`src/rtl/rx_len_type_decoder.sv`:
```
// Receive header decoder: extracts the length/type field (with 802.1Q detection)
// from the first frame words and produces word/byte counts for the data counter.
module rx_len_type_decoder #(
    parameter logic [12:0] MAX_WORDS   = 13'h1FFF,
    parameter int          MIN_PAYLOAD = 46
) (
    input  logic        rxclk,
    input  logic        reset,
    input  logic        frame_start,
    input  logic        frame_end,
    input  logic [63:0] rxd64,
    input  logic        end_data_cnt,
    output logic [12:0] integer_cnt,
    output logic [12:0] small_integer_cnt,
    output logic [2:0]  frac_cnt,
    output logic [2:0]  small_frac_cnt,
    output logic        small_frame,
    output logic        tagged_frame,
    output logic        start_data_cnt,
    output logic        start_tagged_cnt,
    output logic        length_valid,
    output logic        length_err
);

    typedef enum logic [2:0] {
        IDLE,
        HDR1,
        HDR2,
        CNT,
        DONE
    } state_t;

    state_t      state_q, state_d;
    logic [12:0] integerCnt_q, integerCnt_d;
    logic [12:0] smallIntegerCnt_q, smallIntegerCnt_d;
    logic [2:0]  fracCnt_q, fracCnt_d;
    logic [2:0]  smallFracCnt_q, smallFracCnt_d;
    logic        smallFrame_q, smallFrame_d;
    logic        taggedFrame_q, taggedFrame_d;
    logic        startData_q, startData_d;
    logic        startTagged_q, startTagged_d;
    logic        lengthValid_q, lengthValid_d;
    logic        lengthErr_q, lengthErr_d;

    logic [15:0] lenField;
    logic        tagNow;
    logic [15:0] minPay;
    logic [15:0] baseOff;
    logic [15:0] wordSub;
    logic [15:0] padLen;
    logic [15:0] padSum;
    logic [15:0] realSum;
    logic [15:0] padWords;
    logic [15:0] realWords;
    logic        lenOk;
    logic        unusedBits;

    // Tagged frames count data from word3 (4 extra header bytes), untagged from word2.
    always_comb begin
        tagNow    = (state_q == HDR2);
        lenField  = tagNow ? {rxd64[7:0], rxd64[15:8]} : {rxd64[39:32], rxd64[47:40]};
        minPay    = tagNow ? 16'(MIN_PAYLOAD - 4) : 16'(MIN_PAYLOAD);
        baseOff   = tagNow ? 16'd18 : 16'd14;
        wordSub   = tagNow ? 16'd3 : 16'd2;
        padLen    = (lenField < minPay) ? minPay : lenField;
        padSum    = baseOff + padLen;
        realSum   = baseOff + lenField;
        padWords  = (padSum >> 3) - wordSub;
        realWords = ((realSum >> 3) < wordSub) ? 16'd0 : (realSum >> 3) - wordSub;
        lenOk     = (lenField <= 16'd1500);
    end

    assign unusedBits = ^{rxd64[63:48], rxd64[31:16], padWords[15:13], realWords[15:13]};

    always_ff @(posedge rxclk) begin
        if (reset) begin
            state_q           <= IDLE;
            integerCnt_q      <= '0;
            smallIntegerCnt_q <= '0;
            fracCnt_q         <= '0;
            smallFracCnt_q    <= '0;
            smallFrame_q      <= 1'b0;
            taggedFrame_q     <= 1'b0;
            startData_q       <= 1'b0;
            startTagged_q     <= 1'b0;
            lengthValid_q     <= 1'b0;
            lengthErr_q       <= 1'b0;
        end else begin
            state_q           <= state_d;
            integerCnt_q      <= integerCnt_d;
            smallIntegerCnt_q <= smallIntegerCnt_d;
            fracCnt_q         <= fracCnt_d;
            smallFracCnt_q    <= smallFracCnt_d;
            smallFrame_q      <= smallFrame_d;
            taggedFrame_q     <= taggedFrame_d;
            startData_q       <= startData_d;
            startTagged_q     <= startTagged_d;
            lengthValid_q     <= lengthValid_d;
            lengthErr_q       <= lengthErr_d;
        end
    end

    always_comb begin
        state_d           = state_q;
        integerCnt_d      = integerCnt_q;
        smallIntegerCnt_d = smallIntegerCnt_q;
        fracCnt_d         = fracCnt_q;
        smallFracCnt_d    = smallFracCnt_q;
        smallFrame_d      = smallFrame_q;
        taggedFrame_d     = taggedFrame_q;
        startData_d       = startData_q;
        startTagged_d     = startTagged_q;
        lengthValid_d     = lengthValid_q;
        lengthErr_d       = 1'b0;

        // A new frame_start always wins, aborting whatever frame was in flight.
        if (frame_start) begin
            state_d           = HDR1;
            integerCnt_d      = '0;
            smallIntegerCnt_d = '0;
            fracCnt_d         = '0;
            smallFracCnt_d    = '0;
            smallFrame_d      = 1'b0;
            taggedFrame_d     = 1'b0;
            startData_d       = 1'b0;
            startTagged_d     = 1'b0;
            lengthValid_d     = 1'b0;
        end else begin
            case (state_q)
                IDLE: ;
                HDR1, HDR2: begin
                    if (frame_end) begin
                        lengthErr_d = 1'b1;
                        state_d     = IDLE;
                    end else if ((state_q == HDR1) && (lenField == 16'h8100)) begin
                        state_d = HDR2;
                    end else begin
                        lengthValid_d     = lenOk;
                        smallFrame_d      = lenOk && (lenField < minPay);
                        integerCnt_d      = lenOk ? padWords[12:0] : MAX_WORDS;
                        smallIntegerCnt_d = lenOk ? realWords[12:0] : MAX_WORDS;
                        fracCnt_d         = lenOk ? padSum[2:0] : 3'd0;
                        smallFracCnt_d    = lenOk ? realSum[2:0] : 3'd0;
                        taggedFrame_d     = tagNow;
                        startData_d       = 1'b1;
                        startTagged_d     = tagNow;
                        state_d           = CNT;
                    end
                end
                CNT: begin
                    if (frame_end) begin
                        lengthErr_d   = lengthValid_q && !end_data_cnt;
                        startData_d   = 1'b0;
                        startTagged_d = 1'b0;
                        state_d       = IDLE;
                    end else if (end_data_cnt) begin
                        startData_d   = 1'b0;
                        startTagged_d = 1'b0;
                        state_d       = DONE;
                    end
                end
                DONE: begin
                    if (frame_end) begin
                        state_d = IDLE;
                    end
                end
                default: state_d = IDLE;
            endcase
        end
    end

    assign integer_cnt       = integerCnt_q;
    assign small_integer_cnt = smallIntegerCnt_q;
    assign frac_cnt          = fracCnt_q;
    assign small_frac_cnt    = smallFracCnt_q;
    assign small_frame       = smallFrame_q;
    assign tagged_frame      = taggedFrame_q;
    assign start_data_cnt    = startData_q;
    assign start_tagged_cnt  = startTagged_q;
    assign length_valid      = lengthValid_q;
    assign length_err        = lengthErr_q;

endmodule

```
`config.mk`:
```
export PLATFORM = sky130hd
export DESIGN_NAME = rx_len_type_decoder
export DESIGN_NICKNAME = d
export VERILOG_FILES = /design/src/rtl/rx_len_type_decoder.sv
export SDC_FILE = /design/constraint.sdc
export NUM_CORES = 1
export LEC_CHECK = 0
export CORE_UTILIZATION = 30
export DETAILED_ROUTE_END_ITERATION = 10
export GPL_TIMING_DRIVEN = 0
export PLACE_DENSITY = 0.65
export SLEW_MARGIN = 20
export SYNTH_ARGS = -nofsm -noshare
export SYNTH_HDL_FRONTEND = slang
export SYNTH_SLANG_ARGS = --single-unit
```
`constraint.sdc`:
```
create_clock -name rxclk -period 5.6 [get_ports rxclk]
set_input_delay 1.12 -clock rxclk [delete_from_list [all_inputs] [get_ports rxclk]]
set_output_delay 1.12 -clock rxclk [all_outputs]
set_load 0.05 [all_outputs]
```
==> results of run 1 <==
==> placed cells by master (no fill, tap or decap), types with 5 or more instances in the layout <==
master,count
clkdlybuf4s50_1,70
dfxtp_1,41
nor2_1,35
nand2_1,33
a21oi_1,30
o21ai_0,29
nand3_1,24
xnor2_1,19
nor3_1,17
clkbuf_1,15
mux2i_1,14
xor2_1,10
nand4_1,8
ha_1,8
inv_1,7
nor4_1,7
mux2_2,7
or2_2,6
or3_1,6
buf_6,5
and3_1,5
o21a_1,5
o211ai_1,5
a21o_1,5
clkbuf_8,5
==> final cells by class <==
cell class,count,share of cell area [%]
Clock inverter,2,0.809
Timing Repair Buffer,70,16.2
Sequential cell,41,19.0
Inverter,8,0.694
Buffer,26,3.30
Multi-Input combinational cell,346,54.4
Tap cell,140,4.05
Clock buffer,5,1.59
==> cell families after synthesis <==
group | count (synthesis) | share of synthesized area [%]
and+or+nand+nor | 164 | 25.9
AOI/OAI and AO/OA | 121 | 25.3
DFF | 41 | 24.7
buffers and inverters | 34 | 5.20
xor gates and xnor gates | 29 | 7.64
muxes | 23 | 7.72
adders and majority gates | 9 | 3.61
==> layer usage <==
| metal | wire length [um] | share of wire (%) |
|---|---|---|
| met5 | 0 | 0 |
| met4 | 206 | 1.8 |
| met3 | 763 | 6.9 |
| met2 | 5100 | 46 |
| met1 | 5060 | 45 |
==> stage by stage <==
step | util (%) | setup WS, ns | TNS, ns
after floorplan | - | 0.853 | 0
after global placement | 38.9 | -0.160 | -0.662
after detailed placement | 38.9 | -0.176 | -0.962
after CTS | 39.9 | 0.108 | 0
after global routing | 40.1 | 0.0424 | 0
final | 40.1 | 0.297 | 0
==> power by group <==
part / total (mW) / leakage (nW) / switching, mW / internal (mW)
sequential: 0.302 / 0.332 / 0.00365 / 0.299
clock: 0.228 / 0.0540 / 0.0988 / 0.130
combinational: 0.251 / 1.11 / 0.154 / 0.0976
total: 0.782 / 1.49 / 0.256 / 0.526
==> flip-flops by register name (all words and copies together) (netlist names) <==
register           cells
frac_cnt               3
integer_cnt           13
length_err             1
length_valid           1
small_frac_cnt         3
small_frame            1
small_integer_cnt     13
start_data_cnt         1
start_tagged_cnt       1
state_q                3
tagged_frame           1
==> worst max path at each step <==
| stage | slack [ns] | startpoint | to |
|---|---|---|---|
| after floorplan | 0.85 | rxd64[14] | integer_cnt[6]$_SDFFE_PP0P_ |
| after global placement | -0.16 | rxd64[46] | integer_cnt[7]$_SDFFE_PP0P_ |
| after detailed placement | -0.18 | rxd64[46] | integer_cnt[6]$_SDFFE_PP0P_ |
| after CTS | 0.11 | rxd64[46] | integer_cnt[6]$_SDFFE_PP0P_ |
| after global routing | 0.04 | rxd64[46] | integer_cnt[6]$_SDFFE_PP0P_ |
| final | 0.30 | rxd64[46] | integer_cnt[6]$_SDFFE_PP0P_ |
==> worst max-delay path, cell delays in order <==
cell             delay, ns
clkdlybuf4s50_1       0.59
nor4_2                0.38
nand3_1               0.14
o21a_1                0.30
or2_2                 0.34
clkbuf_1              0.18
nand3_1               0.10
ha_1                  0.23
clkbuf_1              0.19
a21oi_2               0.26
nand2b_1              0.13
o22ai_2               0.18
o32ai_1               0.11
a2111o_1              0.53
nor4_2                0.34
xnor2_1               0.11
o221a_2               0.24
==> impl_metrics.py, run 1 <==
metrics = {
    "layout": {
        "drive_above_1_share_pct": 10.4,
        "num_antenna_cells": 0,
        "fill_cells": 1099,
        "multiInputGateArea_sq_um": 2350,
        "final_cells": 638,
        "layout.nets": 576,
        "stdcell_area_sq_um": 4330,
        "area_growth_pct": 30.2,
        "regArea_sq_um": 821,
    },
    "grt": {
        "use_met3_pct": 3.57,
        "use_met2_pct": 32.0,
        "grt_max_degree": 13,
        "overflow": 0,
        "grt.met1_usage_pct": 26.3,
        "grt_pass1_wl_um": 17800,
        "first_global_vias": 3489,
        "grt.busiest_layer": "met2",
        "antenna_found_initial": 0,
        "grtUsageTotal_pct": 19.5,
    },
    "route": {
        "ant_nets": 0,
        "wl_per_cell_um": 17.5,
        "drt_iter0_markers": 206,
        "via_per_inst": 5.61,
        "num_vias": 3578,
        "drc": 1,
        "dr.pass1.iters": 8,
        "drt-total-wl_um": 11100,
    },
    "power_and_ir_drop": {
        "cellLeakagePower_nw": 1.49,
        "peakVddDrop_mv": 0.173,
        "power_density_nw_per_um2": 181,
        "total_power_mw": 0.782,
    },
    "timing": {
        "clock_skew_ns": 0.00416,
        "max_slew.worst_pin.slew_ns": 0.863,
        "hold_viol_final": 0,
        "fin_hold_ws_ns": 0.461,
        "max_freq_mhz": 189,
        "relSlewSlack_pct": 40.8,
        "rsz0062_at_grt": "no",
        "drv_slew": 0,
        "period_minus_slack_ns": 5.30,
        "min_period_over_period_pct": 94.7,
        "setup_viol": 0,
    },
    "setup_path": {
        "r2r_slack_ns": 1.00,
        "required_ns": 5.78,
        "endpoint_kind": "flop",
        "cp_max_fo": 8,
        "r2r-end": "integer_cnt[6]$_SDFFE_PP0P_",
        "rr_startpoint": "state_q[1]$_SDFFE_PP0P_",
        "r2r_cells": 19,
        "start_kind": "primary input",
        "critPathKind": "primary input to flop",
        "cp_data_arrival_time_ns": 5.48,
    },
    "logic_synthesis": {
        "synth_nets": 499,
        "synth.most_common_cell": "dfxtp_1",
        "synth.largest_area_cell": "dfxtp_1",
        "syn_avg_cell_area_sq_um": 7.89,
        "syn_area_sq_um": 3320,
        "yosysUniqueCellTypes": 74,
        "ys_top_cells_by_area": "dfxtp_1, xnor2_1, a21oi_1",
        "synthTopCellsByCount": "dfxtp_1, nor2_1, nand2_1",
        "synth_ff_type": "dfxtp_1",
        "synth_edf_count": 0,
        "synthArstFlopShare_pct": 0,
        "ys_warn_count": 0,
        "syn_inst": 421,
        "synth_top_area_share_pct": 24.7,
        "synth_seq_area_share_pct": 24.7,
        "ys_ff_latch": 41,
    },
    "clocking": {
        "insertion_delay_ns": 0.29,
        "cts_sinks": 41,
        "clkTransAtPathRegs_ns": 0.08,
        "postCtsSetupRepairBufs": 0,
        "cts_tree": "done",
        "postCtsHoldBufs": 0,
        "cts_root_buffer": "clkbuf_8",
        "cts_resized": 0,
        "clockBufferDepth": 2,
        "cts_made_buffers": 5,
        "htreeDepth": 2,
    },
    "flow_run": {
        "maxCapViolCount": 0,
    },
    "worst_hold_path": {
        "hold_class": "flop to flop",
        "min_from": "frac_cnt[0]$_SDFFE_PP0P_",
        "hold_end": "frac_cnt[0]$_SDFFE_PP0P_",
        "hold_depth": 2,
    },
    "floorplan": {
        "fp-row-count": 38,
        "dieHeight_um": 107,
        "coreArea_sq_um": 10800,
        "dieWidth_um": 107,
        "initial_utilization_pct": 30.8,
        "ios": 107,
        "die-area_sq_um": 11500,
    },
    "placement": {
        "dp_hpwl_um": 8600,
        "placed_cells": 631,
        "place_area_sq_um": 4200,
        "port_buffers": 70,
        "place_congestion": 0.951,
    },
    "run_status": {
        "violations": "DRC",
        "status": "finished with violations",
    },
}
No activity file was read; power rests on OpenSTA's default activity.
==> run 2: changes to the inputs <==
CELL_PAD_IN_SITES_DETAIL_PLACEMENT = 0   (was unset)
CELL_PAD_IN_SITES_GLOBAL_PLACEMENT = 1   (was unset)
PLACE_DENSITY = 0.83   (was 0.65)
==> run 2 against run 1 <==
  * The run now ends clean
  * Count of clock-buffer cells in the layout did not move
  * Register-to-register slack worse by 0.04 ns
  * Die area unchanged
  * Via count fell by 1.7%
  * Critical path type unchanged
==> impl_metrics.py, run 2 (same netlist as run 1, synthesis figures left out) <==
metrics = {
    "placement": {
        "port_buffers": 70,
        "placed_cells": 631,
        "dp_hpwl_um": 8500,
        "dp_slack_ns": -0.197,
        "place_congestion": 0.928,
        "place_area_sq_um": 4200,
    },
    "route": {
        "drt_iter0_markers": 216,
        "wl_per_cell_um": 17.1,
        "dr.pass1.iters": 4,
        "drc": 0,
        "via_per_inst": 5.51,
        "drt-total-wl_um": 10900,
        "ant_nets": 0,
        "num_vias": 3518,
    },
    "timing": {
        "relSlewSlack_pct": 45.1,
        "min_period_over_period_pct": 95.1,
        "fin_hold_ws_ns": 0.466,
        "period_minus_slack_ns": 5.32,
        "drv_slew": 0,
        "hold_viol_final": 0,
        "clock_skew_ns": 0.00476,
        "max_slew.worst_pin.slew_ns": 0.801,
        "setup_ws_ns": 0.276,
        "max_freq_mhz": 188,
        "setup_viol": 0,
        "rsz0062_at_grt": "no",
    },
    "power_and_ir_drop": {
        "peakVddDrop_mv": 0.141,
        "power.switching_mw": 0.263,
        "switching_share_pct": 33.2,
        "cellLeakagePower_nw": 1.49,
        "p_comb_share_pct": 31.4,
        "power_density_nw_per_um2": 183,
        "sequentialPowerShare_pct": 38.1,
        "clkPwrFrac_pct": 30.5,
        "internal-power_mw": 0.529,
    },
    "layout": {
        "layout_common_cells": "clkdlybuf4s50_1, dfxtp_1, nor2_1",
        "fill_cells": 1115,
        "num_antenna_cells": 0,
        "final_cells": 639,
        "drive_above_1_share_pct": 10.4,
        "layout.nets": 576,
        "layout_commonest_cell": "clkdlybuf4s50_1",
        "area_growth_pct": 30.5,
        "utilization_pct": 40.2,
        "stdcell_area_sq_um": 4340,
    },
    "floorplan": {
        "ios": 107,
        "initial_utilization_pct": 30.8,
        "die-area_sq_um": 11500,
        "dieWidth_um": 107,
        "coreArea_sq_um": 10800,
        "dieHeight_um": 107,
        "fp-row-count": 38,
    },
    "grt": {
        "grt_max_degree": 15,
        "grt_pass1_wl_um": 17600,
        "overflow": 0,
        "antenna_found_initial": 0,
        "grtUsageTotal_pct": 19.3,
        "first_global_vias": 3481,
    },
    "clocking": {
        "cts_sinks": 41,
        "insertion_delay_ns": 0.30,
        "cts_tree": "done",
        "clockBufferDepth": 2,
        "htreeDepth": 2,
        "cts_made_buffers": 5,
        "clkTransAtPathRegs_ns": 0.09,
        "cts_root_buffer": "clkbuf_8",
        "postCtsSetupRepairBufs": 0,
    },
    "flow_run": {
        "maxCapViolCount": 0,
    },
    "setup_path": {
        "cp_data_arrival_time_ns": 5.50,
        "endpoint_kind": "flop",
        "cp_max_fo": 8,
        "critPathKind": "primary input to flop",
        "start_kind": "primary input",
        "required_ns": 5.78,
    },
    "worst_hold_path": {
        "hold_class": "flop to flop",
    },
    "run_status": {
        "status": "complete, no violations",
    },
}
[run 2: cell types whose count changed in the layout (fill, tap and decap cells not counted), sizes merged]
cell,delta
clkinvlp,+1
[run 2: metal layers]
layer  share of wire, %  GRT usage [%]
met4                1.9           4.60
met1                 47           26.2
met5                  0              0
met3                6.2           3.15
met2                 45           31.7
[run 2: repair_timing]
action / CTS / global route
hold buffers: 0 / 0
gates resized for setup: 0 / 4
endpoints found under the setup margin: 0 / 8
[run 2: per-stage QoR]
stage | power [mW] | TNS (ns)
after floorplan | 0.466 | 0
after global placement | 0.549 | -0.790
after detailed placement | 0.551 | -0.765
after CTS | 0.795 | 0
after global routing | 0.835 | 0
final | 0.793 | 0
[run 2: power by group through the flow]
stage	clock network [mW]	logic, mW	registers (mW)
after detailed placement	0	0.242	0.309
final	0.241	0.249	0.302
after CTS	0.249	0.244	0.302
after floorplan	0	0.134	0.332
after global routing	0.263	0.269	0.303
after global placement	0	0.240	0.309
[run 2: worst max-delay path: stages]
cell and delay, ns:
clkdlybuf4s50_1 0.56, nor4_2 0.36, nand3_1 0.15, o21a_1 0.29, or2_2 0.32, clkbuf_1 0.17
nand2_1 0.10, o21ai_0 0.16, fa_1 0.46, a21o_1 0.17, a21oi_1 0.41, xnor2_1 0.21
nor3b_2 0.40, nand2_1 0.10, o41ai_1 0.42, a21oi_2 0.10
[run 2: layout make-up]
cell class	instances	area, sq um	share of cell area [%]
sequential	41	821	18.9
clock buffer	5	68.8	1.59
multi-input combinational	346	2350	54.2
timing repair buffer	70	701	16.2
tap	140	175	4.04
clock inverter	3	46.3	1.07
inverter	8	30.0	0.693
buffer	26	143	3.29
[run 2: worst paths after layout]
check	from	to	slack, ns	cells after the start
hold reg to reg	frac_cnt[0]$_SDFFE_PP0P_	frac_cnt[0]$_SDFFE_PP0P_	0.47	2
hold / removal	frac_cnt[0]$_SDFFE_PP0P_	frac_cnt[0]$_SDFFE_PP0P_	0.47	2
setup / recovery	rxd64[46]	integer_cnt[7]$_SDFFE_PP0P_	0.28	16
setup reg to reg	state_q[1]$_SDFFE_PP0P_	integer_cnt[6]$_SDFFE_PP0P_	0.96	18
